[config.mk]
export PLATFORM = sky130hd
export DESIGN_NAME = mem_bus_bridge_initiator_flat
export DESIGN_NICKNAME = d
export VERILOG_FILES = /design/src/rtl/mem_bus_if.sv /design/src/rtl/mem_bus_bridge_initiator.sv /design/src/flat_wrapper.sv
export SDC_FILE = /design/constraint.sdc
export NUM_CORES = 1
export LEC_CHECK = 0
export ABC_AREA = 1
export ABC_CLOCK_PERIOD_IN_PS = 1800
export BUFFER_PORTS_ARGS = -buffer_cell sky130_fd_sc_hd__buf_2
export CAP_MARGIN = 15
export CORE_MARGIN = 2
export CORE_UTILIZATION = 54
export CTS_CLUSTER_DIAMETER = 100
export DETAILED_ROUTE_END_ITERATION = 8
export PLACE_DENSITY = 0.86
export SYNTH_ARGS = -nofsm -noshare
export SYNTH_HDL_FRONTEND = slang
export SYNTH_SLANG_ARGS = --single-unit
[constraint.sdc]
create_clock -name i_clk -period 1.8 [get_ports i_clk]
set_input_delay 0.18 -clock i_clk [delete_from_list [all_inputs] [get_ports i_clk]]
set_output_delay 0.18 -clock i_clk [all_outputs]
set_load 0.01 [all_outputs]
[src/rtl/mem_bus_if.sv]
// Single-word valid/ready memory bus between an initiator
// and a responder.
interface mem_bus_if;
  logic        mem_valid;
  logic [31:0] mem_addr;
  logic [31:0] mem_wdata;
  logic [3:0]  mem_wstrb;
  logic [31:0] mem_rdata;
  logic        mem_ready;

  modport master (
    output mem_valid,
    output mem_addr,
    output mem_wdata,
    output mem_wstrb,
    input  mem_rdata,
    input  mem_ready
  );

  modport slave (
    input  mem_valid,
    input  mem_addr,
    input  mem_wdata,
    input  mem_wstrb,
    output mem_rdata,
    output mem_ready
  );
endinterface

[src/rtl/mem_bus_bridge_initiator.sv]
// Byte-stream command parser that issues single-word reads and
// writes on the memory bus and streams status/data back out.
module mem_bus_bridge_initiator #(
  parameter int BUS_TIMEOUT  = 1024,
  parameter int BYTE_TIMEOUT = 65536
) (
  input  logic       i_clk,
  input  logic       i_reset,
  input  logic       i_rx_valid,
  input  logic [7:0] i_rx_data,
  output logic       o_tx_valid,
  output logic [7:0] o_tx_data,
  input  logic       i_tx_ready,
  mem_bus_if.master  bus,
  output logic       o_busy,
  output logic       o_overrun
);

  localparam int BUS_W  = $clog2(BUS_TIMEOUT);
  localparam int BYTE_W = $clog2(BYTE_TIMEOUT);
  localparam logic [BUS_W-1:0] BUS_LAST =
    BUS_W'(BUS_TIMEOUT - 1);
  localparam logic [BYTE_W-1:0] BYTE_LAST =
    BYTE_W'(BYTE_TIMEOUT - 1);

  localparam logic [7:0] C_RD  = 8'h52;
  localparam logic [7:0] C_WR  = 8'h57;
  localparam logic [7:0] C_OK  = 8'h4B;
  localparam logic [7:0] C_BAD = 8'h3F;
  localparam logic [7:0] C_TO  = 8'h54;

  typedef enum logic [2:0] {
    S_IDLE,
    S_ADDR,
    S_DATA,
    S_BUS,
    S_RESP
  } state_t;

  state_t r_state;
  state_t w_next;

  logic              r_is_wr;
  logic [1:0]        r_cnt;
  logic [31:0]       r_addr;
  logic [31:0]       r_wdata;
  logic [3:0]        r_wstrb;
  logic [31:0]       r_resp;
  logic [1:0]        r_idx;
  logic [1:0]        r_last;
  logic [BYTE_W-1:0] r_byte_tmr;
  logic [BUS_W-1:0]  r_bus_tmr;
  logic              r_overrun;

  logic w_cmd_ok;
  logic w_byte_to;
  logic w_bus_to;
  logic w_tx_hs;
  logic w_rx_last;

  assign w_cmd_ok  = (i_rx_data == C_RD) ||
                     (i_rx_data == C_WR);
  assign w_byte_to = (r_byte_tmr == BYTE_LAST);
  assign w_bus_to  = (r_bus_tmr == BUS_LAST);
  assign w_tx_hs   = o_tx_valid && i_tx_ready;
  assign w_rx_last = i_rx_valid && (r_cnt == 2'd3);

  always_ff @(posedge i_clk) begin
    if (i_reset) r_state <= S_IDLE;
    else         r_state <= w_next;
  end

  always_comb begin
    w_next = r_state;
    unique case (r_state)
      S_IDLE: begin
        if (i_rx_valid)
          w_next = w_cmd_ok ? S_ADDR : S_RESP;
      end
      S_ADDR: begin
        if (w_rx_last)
          w_next = r_is_wr ? S_DATA : S_BUS;
        else if (!i_rx_valid && w_byte_to)
          w_next = S_IDLE;
      end
      S_DATA: begin
        if (w_rx_last)
          w_next = S_BUS;
        else if (!i_rx_valid && w_byte_to)
          w_next = S_IDLE;
      end
      // ready outranks a timeout landing on the same cycle
      S_BUS: begin
        if (bus.mem_ready || w_bus_to)
          w_next = S_RESP;
      end
      S_RESP: begin
        if (w_tx_hs && (r_idx == r_last))
          w_next = S_IDLE;
      end
      default: w_next = S_IDLE;
    endcase
  end

  always_comb begin
    o_busy         = (r_state != S_IDLE);
    bus.mem_valid  = (r_state == S_BUS);
    o_tx_valid     = (r_state == S_RESP);
    o_tx_data      = 8'h00;
    if (o_tx_valid)
      o_tx_data = r_resp[{r_idx, 3'b000} +: 8];
    bus.mem_addr   = {r_addr[31:2], 2'b00};
    bus.mem_wdata  = r_wdata;
    bus.mem_wstrb  = r_wstrb;
    o_overrun      = r_overrun;
  end

  always_ff @(posedge i_clk) begin
    if (i_reset) begin
      r_is_wr    <= 1'b0;
      r_cnt      <= 2'd0;
      r_addr     <= 32'h0;
      r_wdata    <= 32'h0;
      r_wstrb    <= 4'h0;
      r_resp     <= 32'h0;
      r_idx      <= 2'd0;
      r_last     <= 2'd0;
      r_byte_tmr <= '0;
      r_bus_tmr  <= '0;
      r_overrun  <= 1'b0;
    end else begin
      if (i_rx_valid &&
          (r_state == S_BUS || r_state == S_RESP))
        r_overrun <= 1'b1;
      unique case (r_state)
        S_IDLE: begin
          r_cnt      <= 2'd0;
          r_byte_tmr <= '0;
          r_bus_tmr  <= '0;
          r_idx      <= 2'd0;
          if (i_rx_valid) begin
            if (w_cmd_ok) begin
              r_is_wr <= (i_rx_data == C_WR);
              r_wstrb <= (i_rx_data == C_WR) ?
                         4'hF : 4'h0;
            end else begin
              r_resp <= {24'h0, C_BAD};
              r_last <= 2'd0;
            end
          end
        end
        S_ADDR, S_DATA: begin
          if (i_rx_valid) begin
            r_cnt      <= r_cnt + 2'd1;
            r_byte_tmr <= '0;
            // little-endian: newest byte lands in the MSB
            if (r_state == S_ADDR)
              r_addr  <= {i_rx_data, r_addr[31:8]};
            else
              r_wdata <= {i_rx_data, r_wdata[31:8]};
          end else if (!w_byte_to) begin
            r_byte_tmr <= r_byte_tmr + 1'b1;
          end
        end
        S_BUS: begin
          if (bus.mem_ready) begin
            r_resp <= r_is_wr ? {24'h0, C_OK} :
                      bus.mem_rdata;
            r_last <= r_is_wr ? 2'd0 : 2'd3;
          end else if (w_bus_to) begin
            r_resp <= {24'h0, C_TO};
            r_last <= 2'd0;
          end else begin
            r_bus_tmr <= r_bus_tmr + 1'b1;
          end
        end
        S_RESP: begin
          if (w_tx_hs)
            r_idx <= r_idx + 2'd1;
        end
        default: ;
      endcase
    end
  end

endmodule

[src/flat_wrapper.sv]
// flat-port wrapper written by rule: the top's interface ports become plain ports
module mem_bus_bridge_initiator_flat 
#(
  parameter int BUS_TIMEOUT  = 1024,
  parameter int BYTE_TIMEOUT = 65536
)
  (i_clk, i_reset, i_rx_valid, i_rx_data, o_tx_valid, o_tx_data, i_tx_ready, o_busy, o_overrun, bus_mem_valid, bus_mem_addr, bus_mem_wdata, bus_mem_wstrb, bus_mem_rdata, bus_mem_ready);
  mem_bus_if bus_i ();
  input  logic i_clk;
  input  logic i_reset;
  input  logic i_rx_valid;
  input  logic [7:0] i_rx_data;
  output logic o_tx_valid;
  output logic [7:0] o_tx_data;
  input  logic i_tx_ready;
  output logic o_busy;
  output logic o_overrun;
  output wire logic [$bits(bus_i.mem_valid)-1:0] bus_mem_valid;
  output wire logic [$bits(bus_i.mem_addr)-1:0] bus_mem_addr;
  output wire logic [$bits(bus_i.mem_wdata)-1:0] bus_mem_wdata;
  output wire logic [$bits(bus_i.mem_wstrb)-1:0] bus_mem_wstrb;
  input wire logic [$bits(bus_i.mem_rdata)-1:0] bus_mem_rdata;
  input wire logic [$bits(bus_i.mem_ready)-1:0] bus_mem_ready;
  assign bus_mem_valid = bus_i.mem_valid;
  assign bus_mem_addr = bus_i.mem_addr;
  assign bus_mem_wdata = bus_i.mem_wdata;
  assign bus_mem_wstrb = bus_i.mem_wstrb;
  assign bus_i.mem_rdata = bus_mem_rdata;
  assign bus_i.mem_ready = bus_mem_ready;
  mem_bus_bridge_initiator #(.BUS_TIMEOUT(BUS_TIMEOUT), .BYTE_TIMEOUT(BYTE_TIMEOUT)) u_core (.i_clk(i_clk), .i_reset(i_reset), .i_rx_valid(i_rx_valid), .i_rx_data(i_rx_data), .o_tx_valid(o_tx_valid), .o_tx_data(o_tx_data), .i_tx_ready(i_tx_ready), .bus(bus_i), .o_busy(o_busy), .o_overrun(o_overrun));
endmodule
==> results.py <==
metrics = {
    "timing": {
        "rsz0062_at_grt": "yes",
        "clock_skew_ns": 0.0143,
        "fin_tns_setup_ns": -0.738,
        "layout_setup_ws_ns": -0.187,
        "setup_violations": 10,
        "timing.fmax_ghz": 0.503,
        "final_hold_viol_count": 0,
        "period_needed_ns": 1.99,
        "post-route-period-util": 1.10,
        "whs_ns": 0.0131,
        "slew_viol_final": 0,
    },
    "power_and_ir_drop": {
        "power-per-cell-area_mw_per_mm2": 908,
        "power_leakage_nw": 3.09,
        "total_power_mw": 6.87,
        "ir_worst_vdd_uv": 597,
    },
    "global_routing": {
        "grt_usage": 0.288,
        "grt_pass1_wl_um": 26100,
        "grt-busiest-layer": "met2",
        "grt_pass1_vias": 5513,
        "grt_max_degree": 63,
        "antenna_found_initial": 1,
        "grt_use_met3": 0.0699,
        "met2_usage": 0.472,
        "grt_use_met1": 0.359,
        "gr-total-overflow": 0,
    },
    "detailed_routing": {
        "wl_um": 17500,
        "vias_per_cell": 5.63,
        "dr.first_iter.drc_count": 606,
        "drc": 0,
        "dr.pass1.iters": 6,
        "antenna_left": 0,
        "vias": 6212,
        "wl_per_cell_um": 15.8,
    },
    "clock_network": {
        "insertion_delay_ns": 0.53,
        "cts-htree-levels": 4,
        "cts_buffer_depth": 2,
        "cts_num_sinks": 130,
        "tritoncts": "yes",
        "cts_made_buffers": 17,
        "path_clk_slew_ns": 0.06,
        "root_buffer": "clkbuf_8",
    },
    "hold_path": {
        "min_path_type": "primary input to flop",
    },
    "cells_and_area": {
        "final_area_sq_mm": 0.00756,
        "fin_cells": 1104,
        "fill_cells": 716,
        "area_growth_pct": 34.1,
        "multiInputGateArea_sq_mm": 0.00251,
        "finalNetCount": 1003,
        "regArea_sq_mm": 0.00262,
        "n_antenna_cell": 0,
        "layout-drive-gt1-share": 0.245,
    },
    "placed_design": {
        "place_area_sq_mm": 0.00642,
        "dp_hpwl_um": 9290,
        "portBuffers": 122,
        "place_inst": 1024,
        "routabilityCongestion": 0.860,
    },
    "critical_path": {
        "critical_path.max_fanout": 6,
        "worstSetupEndpoint": "o_tx_data[6]",
        "crit_start": "u_core.r_idx[0]$_SDFFE_PP0P_",
        "cp.arrival_ns": 1.81,
        "r2r_setup_slack_ns": -0.01,
        "r2r_cells": 9,
        "start_kind": "flop",
        "required_ns": 1.62,
        "cp-end-kind": "output pin",
        "r2r-end": "u_core.r_resp[14]$_SDFFE_PP0P_",
        "r2r-start": "u_core.r_state[0]$_SDFFE_PP0P_",
        "path_class": "flop to output pin",
    },
    "logic_synthesis": {
        "synth_common_cells": "a21oi_1, dfxtp_1, nand2_1",
        "async_flop_share": 0,
        "synth_cells": 785,
        "yosysWarnings": 0,
        "dominantRegCellSynth": "dfxtp_1",
        "synth_cell_types": 31,
        "synth_seq_area_share": 0.462,
        "ys_ff_latch": 130,
        "synth_area_sq_mm": 0.00564,
        "synth_edf_count": 0,
        "yosys-top-cells-area": "dfxtp_1, a21oi_1, o21ai_0, nand2_1, inv_1",
        "synth.avg_cell_area_sq_um": 7.18,
        "synth_most_common_cell": "a21oi_1",
        "synth_top_cell_area_share": 0.462,
        "synth_top_area_cell": "dfxtp_1",
    },
    "die": {
        "core_area_sq_mm": 0.0102,
        "pin_count": 125,
        "rows": 37,
        "die_w_um": 106,
        "start_util": 0.551,
        "die-area_sq_mm": 0.0113,
        "die_h_um": 106,
    },
    "run": {
        "maxCapViolCount": 0,
    },
    "run_status": {
        "outcome": "finished with violations",
        "violations": "negative setup slack",
    },
}
[through the flow]
stage / utilization / worst slack (ns)
finish: 0.739 / -0.187
global route: 0.739 / -0.237
CTS: 0.722 / -0.0816
detailed placement: 0.628 / 0.0406
global placement: 0.628 / 0.0670
floorplan: - / 0.165
[flip-flops by register name (all words and copies together) (netlist names)]
| signal | flops |
|---|---|
| u_core.bus.mem_wdata | 32 |
| u_core.r_resp | 32 |
| u_core.r_addr | 30 |
| u_core.r_byte_tmr | 16 |
| u_core.r_bus_tmr | 10 |
| u_core.r_state | 3 |
| u_core.r_cnt | 2 |
| u_core.r_idx | 2 |
| u_core.bus.mem_wstrb | 1 |
| u_core.o_overrun | 1 |
| u_core.r_last | 1 |
[kinds of logic after synthesis]
| family | Yosys count | share of synthesized area |
|---|---|---|
| simple gates | 258 | 0.197 |
| flops | 130 | 0.462 |
| xor+xnor | 4 | 0.00621 |
| other cells | 1 | 0.000665 |
| buf+inv | 148 | 0.109 |
| compound gates | 241 | 0.218 |
| fa+ha+maj | 3 | 0.00666 |
[per-layer routing]
metal	share of wire	vias to the layer above
met3	0.096	101
met5	0.00074	-
met2	0.47	392
met1	0.39	2806
met4	0.046	2
li1	-	2911
[critical path, stage by stage, from the launching register on]
cell and delay (ns):
dfxtp_4 0.37, clkinvlp_4 0.16, buf_6 0.17, o21ai_0 0.29
a21oi_1 0.14, buf_2 0.16
[where the power goes]
group / internal (mW) / switching [mW]
clock network: 1.87 / 1.43
logic: 0.272 / 0.377
registers: 2.90 / 0.0216
[final cells by class]
class,count,area share
tap,136,0.0225
multi-input combinational,508,0.332
timing repair buffer,192,0.170
clock buffer,17,0.0547
timing repair inverter,2,0.00116
inverter,104,0.0536
clock inverter,15,0.0192
sequential,130,0.347
[cells in the final DEF, fill, tap and decap left out, types with 3 or more instances in the layout]
master / Yosys / routed
dfxtp_1: 130 / 123
xnor2_1: 3 / 3
a211oi_1: 3 / 3
and3_1: 3 / 3
inv_6: 0 / 6
nand2_2: 3 / 5
inv_1: 99 / 95
buf_12: 0 / 3
inv_2: 3 / 6
clkinv_4: 0 / 4
o21bai_1: 3 / 3
nand2_1: 124 / 121
clkinvlp_4: 0 / 4
o21ai_1: 2 / 10
a21oi_1: 134 / 129
nand4_1: 15 / 15
buf_2: 0 / 122
a21oi_2: 0 / 5
nor3_1: 13 / 12
nand3_1: 22 / 21
nor2_1: 73 / 70
dfxtp_4: 0 / 4
buf_4: 8 / 34
clkbuf_16: 0 / 18
clkinv_2: 1 / 3
dfxtp_2: 0 / 3
o21ai_0: 96 / 86
dlygate4sd3_1: 0 / 29
[worst min path at each step]
stage                                                    start                               endpoint  depth (start not counted)
after floorplan                              bus_mem_rdata[11]         u_core.r_resp[11]$_SDFFE_PP0P_                          2
after global placement    u_core.bus.mem_wdata[4]$_SDFFE_PP0P_   u_core.bus.mem_wdata[4]$_SDFFE_PP0P_                          2
after detailed placement         u_core.r_addr[8]$_SDFFE_PP0P_          u_core.r_addr[8]$_SDFFE_PP0P_                          2
after CTS                                         i_rx_data[2]         u_core.r_addr[26]$_SDFFE_PP0P_                          3
after global routing                              i_rx_data[5]  u_core.bus.mem_wdata[29]$_SDFFE_PP0P_                          3
final                                             i_rx_data[6]         u_core.r_addr[30]$_SDFFE_PP0P_                          3
[repair_timing]
item,in CTS,in global routing
hold endpoints to repair,30,0
cloned,1,3
pin swaps,1,12
resized for setup,21,37
hold buffers,29,0
buffers inserted,10,6
endpoints found under the setup margin,10,66
No activity file was read; power rests on OpenSTA's default activity.
